## config.mk

```make
export PLATFORM = sky130hd
export DESIGN_NAME = oam_dma_ctrl
export DESIGN_NICKNAME = d
export VERILOG_FILES = /design/src/rtl/oam_dma_ctrl_pkg.sv /design/src/rtl/oam_dma_ctrl.sv
export SDC_FILE = /design/constraint.sdc
export NUM_CORES = 1
export LEC_CHECK = 0
export ABC_CLOCK_PERIOD_IN_PS = 4130
export BUFFER_PORTS_ARGS = -buffer_cell sky130_fd_sc_hd__buf_4
export CORE_UTILIZATION = 49
export DETAILED_ROUTE_END_ITERATION = 10
export HOLD_SLACK_MARGIN = 0.12
export PLACE_DENSITY_LB_ADDON = 0.2
export REMOVE_ABC_BUFFERS = 1
export SETUP_SLACK_MARGIN = 0.5
export SLEW_MARGIN = 20
export SYNTH_ARGS = -nofsm -noshare
export SYNTH_HDL_FRONTEND = slang
export SYNTH_SLANG_ARGS = --single-unit
```

## constraint.sdc

```tcl
create_clock -name clk -period 4.13 [get_ports clk]
set_clock_uncertainty 0.15 [all_clocks]
set_input_delay 1.239 -clock clk [delete_from_list [all_inputs] [get_ports clk]]
set_output_delay 1.239 -clock clk [all_outputs]
set_load 0.05 [all_outputs]
```

## src/rtl/oam_dma_ctrl_pkg.sv

```systemverilog
// Shared NES CPU-bus definitions for the sprite OAM DMA sequencer.
// Contents:
//   OAMDMA_REG_ADDR - CPU register whose write starts a DMA ($4014)
//   OAMDATA_ADDR    - PPU OAM data port that every DMA write targets ($2004)
//   dma_state_t     - sequencer states
//   bus_t           - one CPU-side bus cycle (cs active low, rd, wr, addr, wdata)
//   BUS_IDLE        - a bus cycle with no access
package oam_dma_ctrl_pkg;

  localparam logic [15:0] OAMDMA_REG_ADDR = 16'h4014;
  localparam logic [15:0] OAMDATA_ADDR    = 16'h2004;

  typedef enum logic [2:0] {
    IDLE  = 3'd0,
    HALT  = 3'd1,
    ALIGN = 3'd2,
    READ  = 3'd3,
    WRITE = 3'd4,
    DONE  = 3'd5
  } dma_state_t;

  typedef struct packed {
    logic        cs;
    logic        rd;
    logic        wr;
    logic [15:0] addr;
    logic [7:0]  wdata;
  } bus_t;

  localparam bus_t BUS_IDLE = '{cs: 1'b1, rd: 1'b0, wr: 1'b0, addr: 16'h0000, wdata: 8'h00};

endpackage

```

## src/rtl/oam_dma_ctrl.sv

```systemverilog
// Sprite OAM DMA sequencer and CPU-bus owner.
// A CPU write to $4014 halts the CPU (cpu_rdy=0), then the block copies the
// 256 bytes of page {page,00..FF} into OAMDATA ($2004) as read/write pairs and
// returns the bus to the CPU.
//
// Parameters:
//   RD_LAT  - cycles a read address is held before its write cycle (1..3)
//   PAGE_W  - width of the page register (source address high byte, <= 8)
//
// Ports:
//   clk, rst_n        - CPU-cycle clock, asynchronous active-low reset
//   cpu_cs/rd/wr/addr/wdata - bus request from the 6502 core (cs active low)
//   cpu_rdy           - 0 while the CPU is halted
//   mem_cs/rd/wr/addr/wdata - muxed bus towards memory/IO (cs active low)
//   mem_rdata         - read data, valid RD_LAT cycles after the address
//   dma_active        - 1 while the DMA owns the bus
//   dbg_state         - current sequencer state, for observation
//
// Optional build macro OAM_DMA_TRACE_EN adds:
//   dma_xfer_cnt[15:0] - completed DMAs, saturating at 16'hFFFF
//   dma_last_byte[7:0] - last byte written to OAMDATA
module oam_dma_ctrl
  import oam_dma_ctrl_pkg::*;
#(
  parameter int RD_LAT = 1,
  parameter int PAGE_W = 8
) (
  input  logic              clk,
  input  logic              rst_n,
  input  logic              cpu_cs,
  input  logic              cpu_rd,
  input  logic              cpu_wr,
  input  logic [15:0]       cpu_addr,
  input  logic [7:0]        cpu_wdata,
  output logic              cpu_rdy,
  output logic              mem_cs,
  output logic              mem_rd,
  output logic              mem_wr,
  output logic [15:0]       mem_addr,
  output logic [7:0]        mem_wdata,
  input  logic [7:0]        mem_rdata,
  output logic              dma_active,
  output dma_state_t        dbg_state
`ifdef OAM_DMA_TRACE_EN
  ,
  output logic [15:0]       dma_xfer_cnt,
  output logic [7:0]        dma_last_byte
`endif
);

  localparam logic [1:0] LAT_LAST = 2'(RD_LAT - 1);

  dma_state_t        state;
  logic [PAGE_W-1:0] page;
  logic [7:0]        idx;
  logic [1:0]        lat_cnt;
  logic              parity;   // 1 = odd CPU cycle
  logic              trigger;
  logic [15:0]       src_addr;
  bus_t              cpu_bus;
  bus_t              dma_bus;
  bus_t              out_bus;

`ifdef OAM_DMA_TRACE_EN
  logic [7:0]        last_byte;
  logic [15:0]       xfer_cnt;
  assign dma_xfer_cnt  = xfer_cnt;
  assign dma_last_byte = last_byte;
`endif

  assign trigger   = (cpu_cs == 1'b0) && cpu_wr && (cpu_addr == OAMDMA_REG_ADDR);
  // idx wraps within 8 bits, so the source never leaves the page.
  assign src_addr  = 16'({page, idx});
  assign dbg_state = state;

  always_ff @(posedge clk or negedge rst_n) begin
    if (!rst_n) begin
      state      <= IDLE;
      page       <= '0;
      idx        <= 8'h00;
      lat_cnt    <= 2'd0;
      parity     <= 1'b0;
      cpu_rdy    <= 1'b1;
      dma_active <= 1'b0;
`ifdef OAM_DMA_TRACE_EN
      last_byte  <= 8'h00;
      xfer_cnt   <= 16'h0000;
`endif
    end else begin
      parity <= ~parity;
      case (state)
        IDLE: begin
          if (trigger) begin
            page       <= PAGE_W'(cpu_wdata);
            state      <= HALT;
            cpu_rdy    <= 1'b0;
            dma_active <= 1'b1;
          end
        end
        HALT: begin
          // An odd halt cycle costs one extra ALIGN cycle before the first read.
          lat_cnt <= 2'd0;
          state   <= parity ? ALIGN : READ;
        end
        ALIGN: state <= READ;
        READ: begin
          if (lat_cnt == LAT_LAST) begin
            lat_cnt <= 2'd0;
            state   <= WRITE;
          end else begin
            lat_cnt <= lat_cnt + 2'd1;
          end
        end
        WRITE: begin
`ifdef OAM_DMA_TRACE_EN
          last_byte <= mem_rdata;
`endif
          idx <= idx + 8'd1;
          if (idx == 8'hFF) begin
            state      <= DONE;
            cpu_rdy    <= 1'b1;
            dma_active <= 1'b0;
          end else begin
            state <= READ;
          end
        end
        DONE: begin
          idx   <= 8'h00;
          state <= IDLE;
`ifdef OAM_DMA_TRACE_EN
          if (xfer_cnt != 16'hFFFF) xfer_cnt <= xfer_cnt + 16'd1;
`endif
        end
        default: state <= IDLE;
      endcase
    end
  end

  // Bus mux: while dma_active the CPU strobes are dropped entirely.
  always_comb begin
    cpu_bus = '{cs: cpu_cs, rd: cpu_rd, wr: cpu_wr, addr: cpu_addr, wdata: cpu_wdata};
    dma_bus = BUS_IDLE;
    case (state)
      READ: begin
        dma_bus.cs   = 1'b0;
        dma_bus.rd   = 1'b1;
        dma_bus.addr = src_addr;
      end
      WRITE: begin
        // Source memory holds its data until the edge that ends WRITE.
        dma_bus.cs    = 1'b0;
        dma_bus.wr    = 1'b1;
        dma_bus.addr  = OAMDATA_ADDR;
        dma_bus.wdata = mem_rdata;
      end
      default: dma_bus = BUS_IDLE;
    endcase
    out_bus   = dma_active ? dma_bus : cpu_bus;
    mem_cs    = out_bus.cs;
    mem_rd    = out_bus.rd;
    mem_wr    = out_bus.wr;
    mem_addr  = out_bus.addr;
    mem_wdata = out_bus.wdata;
  end

endmodule

```

Yosys cells after proc, flatten, opt, wreduce, memory -nomap -nowiden
Cells that the tools add are included.
{"block": "classes", "mux": 20, "n_reduce_logical": 11, "eq_ne": 10, "bitwise_logic": 2, "addsub": 2}
{"op": "16-bit one-hot mux with 2 select lines", "n": 1}
{"op": "27-bit 2-to-1 mux", "n": 1}
{"op": "16-bit by 15-bit == test with 1-bit output (second input constant)", "n": 1}
{"op": "8-bit one-hot mux with 2 select lines", "n": 1}
{"op": "3-bit one-hot mux with 5 select lines", "n": 1}
{"op": "3-bit 2-to-1 mux", "n": 3}
{"op": "8-bit by 1-bit adder with 8-bit output (second input constant)", "n": 1}
{"op": "8-bit == test (second input constant)", "n": 1}
{"op": "1-bit 2-to-1 mux", "n": 8}
{"op": "8-bit 2-to-1 mux", "n": 1}
{"op": "3-bit by 2-bit == test with 1-bit output (second input constant)", "n": 2}
{"op": "3-bit == test (second input constant)", "n": 2}
{"op": "2-bit inequality test (second input constant)", "n": 3}
{"op": "2-bit nonzero test", "n": 3}
{"op": "1-bit one-hot mux with 2 select lines", "n": 2}
{"op": "2-bit one-hot mux with 2 select lines", "n": 1}
{"op": "2-bit AND reduction", "n": 2}
{"op": "3-bit by 1-bit == test with 1-bit output (second input constant)", "n": 1}
{"op": "3-bit logical NOT", "n": 1}
{"op": "3-bit AND reduction", "n": 1}
{"op": "2-bit by 1-bit adder with 2-bit output (second input constant)", "n": 1}
{"op": "1-bit logical AND", "n": 2}
{"op": "2-bit logical NOT", "n": 1}
{"op": "2-bit 2-to-1 mux", "n": 1}
{"op": "other kinds (2)", "n": 3}
{"block": "totals", "elab_cells": 52, "regBits": 24}

Logic depth before layout (Yosys ltp)
{"block": "depth", "depth_word": 5, "ltp_mapped": 5, "mapped_depth_nobuf": 5}

Least setup slack after synthesis
No wires, ideal clock.
{"block": "synth_timing", "kind": "input to output", "startpoint": "in cpu_addr[1]", "endpoint": "out mem_addr[1]", "t_required_ns": 2.741, "arrival_ns": 2.352, "slack_ns": 0.389, "n_path_buf": 0, "stages": 2, "cell_sequence": "inv_1 > o21ai_0"}
{"block": "synth_between", "elab_chain_cells": 1}
{"element": "start: declaration", "line": "oam_dma_ctrl.sv:33", "source": "input logic [15:0] cpu_addr,"}
{"element": "27-bit 2-to-1 mux", "line": "oam_dma_ctrl.sv:158", "source": "out_bus = dma_active ? dma_bus : cpu_bus;"}
{"element": "end: declaration", "line": "oam_dma_ctrl.sv:39", "source": "output logic [15:0] mem_addr,"}
Every way passes these cells.

Worst setup path in the final report
{"block": "layout_timing", "startpoint": "reg state[0], in the netlist dbg_state[0]", "endpoint": "out mem_wdata[2]"}
{"block": "layout_between", "elab_chain_cells": 3}
{"element": "start: declaration", "line": "oam_dma_ctrl.sv:53", "source": "dma_state_t state;"}
{"element": "start signal: assignment", "line": "oam_dma_ctrl.sv:103", "source": "state <= parity ? ALIGN : READ;"}
{"element": "3-bit == test", "line": "oam_dma_ctrl.sv:143", "source": "case (state)"}
{"element": "8-bit 2-to-1 mux", "line": "oam_dma_ctrl.sv:143"}
{"element": "27-bit 2-to-1 mux", "line": "oam_dma_ctrl.sv:158"}
{"element": "end: declaration", "line": "oam_dma_ctrl.sv:40", "source": "output logic [7:0] mem_wdata,"}
Every way passes these cells.

==> flow_metrics.env <==
export IMPL_yosysTopAreaCellShare=0.399
export IMPL_startpoint_type="register"
export IMPL_pwr_share_seq=0.530
export IMPL_drt_pass1_iterations=4
export IMPL_tightest_slew_ps=508
export IMPL_p_comb_frac=0.079
export IMPL_pre_cts_ws_ps=951
export IMPL_setup_viol_count_final=0
export IMPL_ir_drop_uv=188
export IMPL_routed_via_density=5.64
export IMPL_antenna_left=0
export IMPL_cts_buffer_depth=2
export IMPL_drv_cap=0
export IMPL_synth_area_leader_cell="dfrtp_1"
export IMPL_internal_power_uw=356
export IMPL_grt_max_degree=29
export IMPL_track_usage=0.248
export IMPL_synth_seq_cells=24
export IMPL_endpoint_kind="primary output"
export IMPL_cts_htree_levels=1
export IMPL_routedWlPerCell_um=15.1
export IMPL_synth_adder_area_share=0.0260
export IMPL_drive_gt1_frac=0.403
export IMPL_fin_ws_ps=720
export IMPL_die_area_um2=3170
export IMPL_yosysMostFrequentCell="dfrtp_1"
export IMPL_root_buffer="clkbuf_4"
export IMPL_final_hold_viol_count=0
export IMPL_ys_flop_type="dfrtp_1"
export IMPL_dpl_hpwl_um=2810
export IMPL_cp_cell_sequence="or3b_1 > nor2_4 > a22o_1 > buf_4"
export IMPL_synth_area_um2=1440
export IMPL_fp_dieH_um=56.3
export IMPL_avgSynthCellArea_um2=9.68
export IMPL_start_util=0.519
export IMPL_outcome="completed"
export IMPL_fmax_mhz=293
export IMPL_swShare=0.199
export IMPL_whs_ps=274
export IMPL_post_route_period_util=0.826
export IMPL_timing_slew_headroom=0.661
export IMPL_clkTransAtPathRegs_ps=140
export IMPL_synth_cells=149
export IMPL_synthSimpleGateAreaFrac=0.212
export IMPL_p_leak_uw=0.00102
export IMPL_drv_slew=0
export IMPL_yosysWarnings=0
export IMPL_nets=257
export IMPL_clkPwrFrac=0.391
export IMPL_clock_sinks=24
export IMPL_final_setup_tns_ps=0
export IMPL_final_area_um2=2020
export IMPL_synth_mux_area_frac=0.0624
export IMPL_vias=1393
export IMPL_crit_arrival_ps=2020
export IMPL_ys_seq_area_frac=0.417
export IMPL_grt_pass1_wl_um=6110
export IMPL_grt_overflow=0
export IMPL_num_antenna_cells=0
export IMPL_drtIter0Drc=54
export IMPL_io_pins=69
export IMPL_cts_buffers_inserted=3
export IMPL_rows=19
export IMPL_cp_required_ps=2740
export IMPL_criticalPathCategory="reg -> out"
export IMPL_placed_area_um2=1970
export IMPL_grt_antenna_before_repair=0
export IMPL_cp_slowest_cell="or3b_1"
export IMPL_grt_pass1_vias=1321
export IMPL_synth_edf_count=0
export IMPL_drc_errors=0
export IMPL_portBuffers=68
export IMPL_min_path_type="reg -> reg"
export IMPL_period_minus_slack_ps=3410
export IMPL_synth_xor_area_frac=0.0243
export IMPL_synth_async_sr_flop_share=1.00
export IMPL_insertion_delay_ps=320
export IMPL_powerDensity_nw_per_um2=219
export IMPL_cts_tree="yes"
export IMPL_synthTopCellsByArea="dfrtp_1 (40%), a22o_1 (13%), mux2_2 (6.2%)"
export IMPL_routed_wl_um=3740
export IMPL_ctsHoldBuffers=0
export IMPL_synth_compound_area_frac=0.217
export IMPL_die_w_um=56.3
export IMPL_core_area_um2=2780
export IMPL_rsz0062_at_grt="false"
export IMPL_worstPathMaxFanout=13
export IMPL_synth_distinct_cells=35
export IMPL_routabilityCongestion=0.833
export IMPL_max_stage_delay_ps=560
export IMPL_syn2layout_area_growth_pct=40.3
export IMPL_synth_commonest_cells="dfrtp_1 (23), a22o_1 (21), nand2_1 (13)"
export IMPL_synth_top_family_by_area="compound AO/OA/AOI/OAI gates"
export IMPL_p_sw_uw=88.2
==> critical path: cells and delay by family, from the launching register on <==
| kind | cells | cell delay, ps |
|---|---|---|
| buffers and inverters | 1 | 200 |
| and+or+nand+nor | 2 | 820 |
| AOI/OAI and AO/OA | 1 | 170 |
| DFF | 1 | 520 |
==> cell usage in the layout (no fill, tap or decap), drive strengths merged <==
cell	synthesis	final
xor2	1	1
or3b	1	1
buf	3	69
nand2	13	13
nor3b	1	1
o21bai	1	1
a21oi	10	10
bufinv	0	1
nor3	7	7
o21ai	7	7
dfstp	1	1
o22ai	1	1
dfrtp	23	23
nor4b	3	3
a21o	4	4
clkbuf	3	3
nand3b	1	1
or3	2	2
mux2	8	8
nand3	3	3
a22o	21	21
and2	1	1
nand4	2	2
inv	7	7
nor4	2	2
nor2	10	10
ha	3	3
and4	2	2
nand2b	1	1
nor2b	4	4
xnor2	3	3
==> state kept, by name, summed over array words and instances (netlist names) <==
signal,count
lat_cnt,2
dma_active,1
page,8
idx,8
cpu_rdy,1
parity,1
dbg_state,3
==> per-stage QoR <==
step / total power, µW / utilization / std cells
CTS: 447 / 0.726 / 247
detailed placement: 275 / 0.707 / 243
floorplan: 241 / - / 143
finish: 444 / 0.728 / 247
global route: 462 / 0.728 / 247
global placement: 274 / 0.707 / 243
==> routing by layer <==
| metal | routed length (µm) | global-route usage | vias up |
|---|---|---|---|
| met5 | 0 | 0 | - |
| met3 | 185 | 0.0323 | 8 |
| met4 | 79 | 0.0836 | 0 |
| met1 | 1540 | 0.303 | 654 |
| met2 | 1940 | 0.447 | 47 |
| li1 | - | - | 684 |
==> power groups by stage <==
stage	Sequential [µW]	Combinational, µW	Clock [µW]
detailed placement	239	35.9	0
finish	235	35.2	173
CTS	235	35.8	176
global route	235	39.5	188
floorplan	240	1.45	0
global placement	239	34.6	0
==> timing repair <==
item	4_1_cts	5_1_grt
resized for setup	0	1
buffers inserted	0	0
endpoints found under the hold margin	0	0
setup endpoints to repair	0	8
==> kinds of logic after synthesis <==
| logic type | Yosys count |
|---|---|
| muxes | 8 |
| DFF | 24 |
| and+or+nand+nor | 53 |
| AOI/OAI and AO/OA | 44 |
| xor gates and xnor gates | 4 |
| adders and majority gates | 3 |
| buffers and inverters | 13 |
==> final timing paths <==
kind / cells past startpoint / endpoint / start / slack [ps]
max: 4 / mem_wdata[2] / dbg_state[0] / 720
min: 1 / parity / parity / 270
max reg2reg: 3 / page[2] / dbg_state[0] / 2120
min reg2reg: 1 / parity / parity / 270
max in group asynchronous: 1 / cpu_rdy / rst_n / 2890
min in group asynchronous: 1 / idx[1] / rst_n / 630
==> area by class of cell <==
type	count	area (µm²)
Clock buffer	3	22.5
Clock inverter	1	30.0
Fill cell	229	757
Inverter	7	26.3
Multi-Input combinational cell	112	787
Sequential cell	24	602
Tap cell	31	38.8
Timing Repair Buffer	69	518
Power figures use the tool's default switching activity.
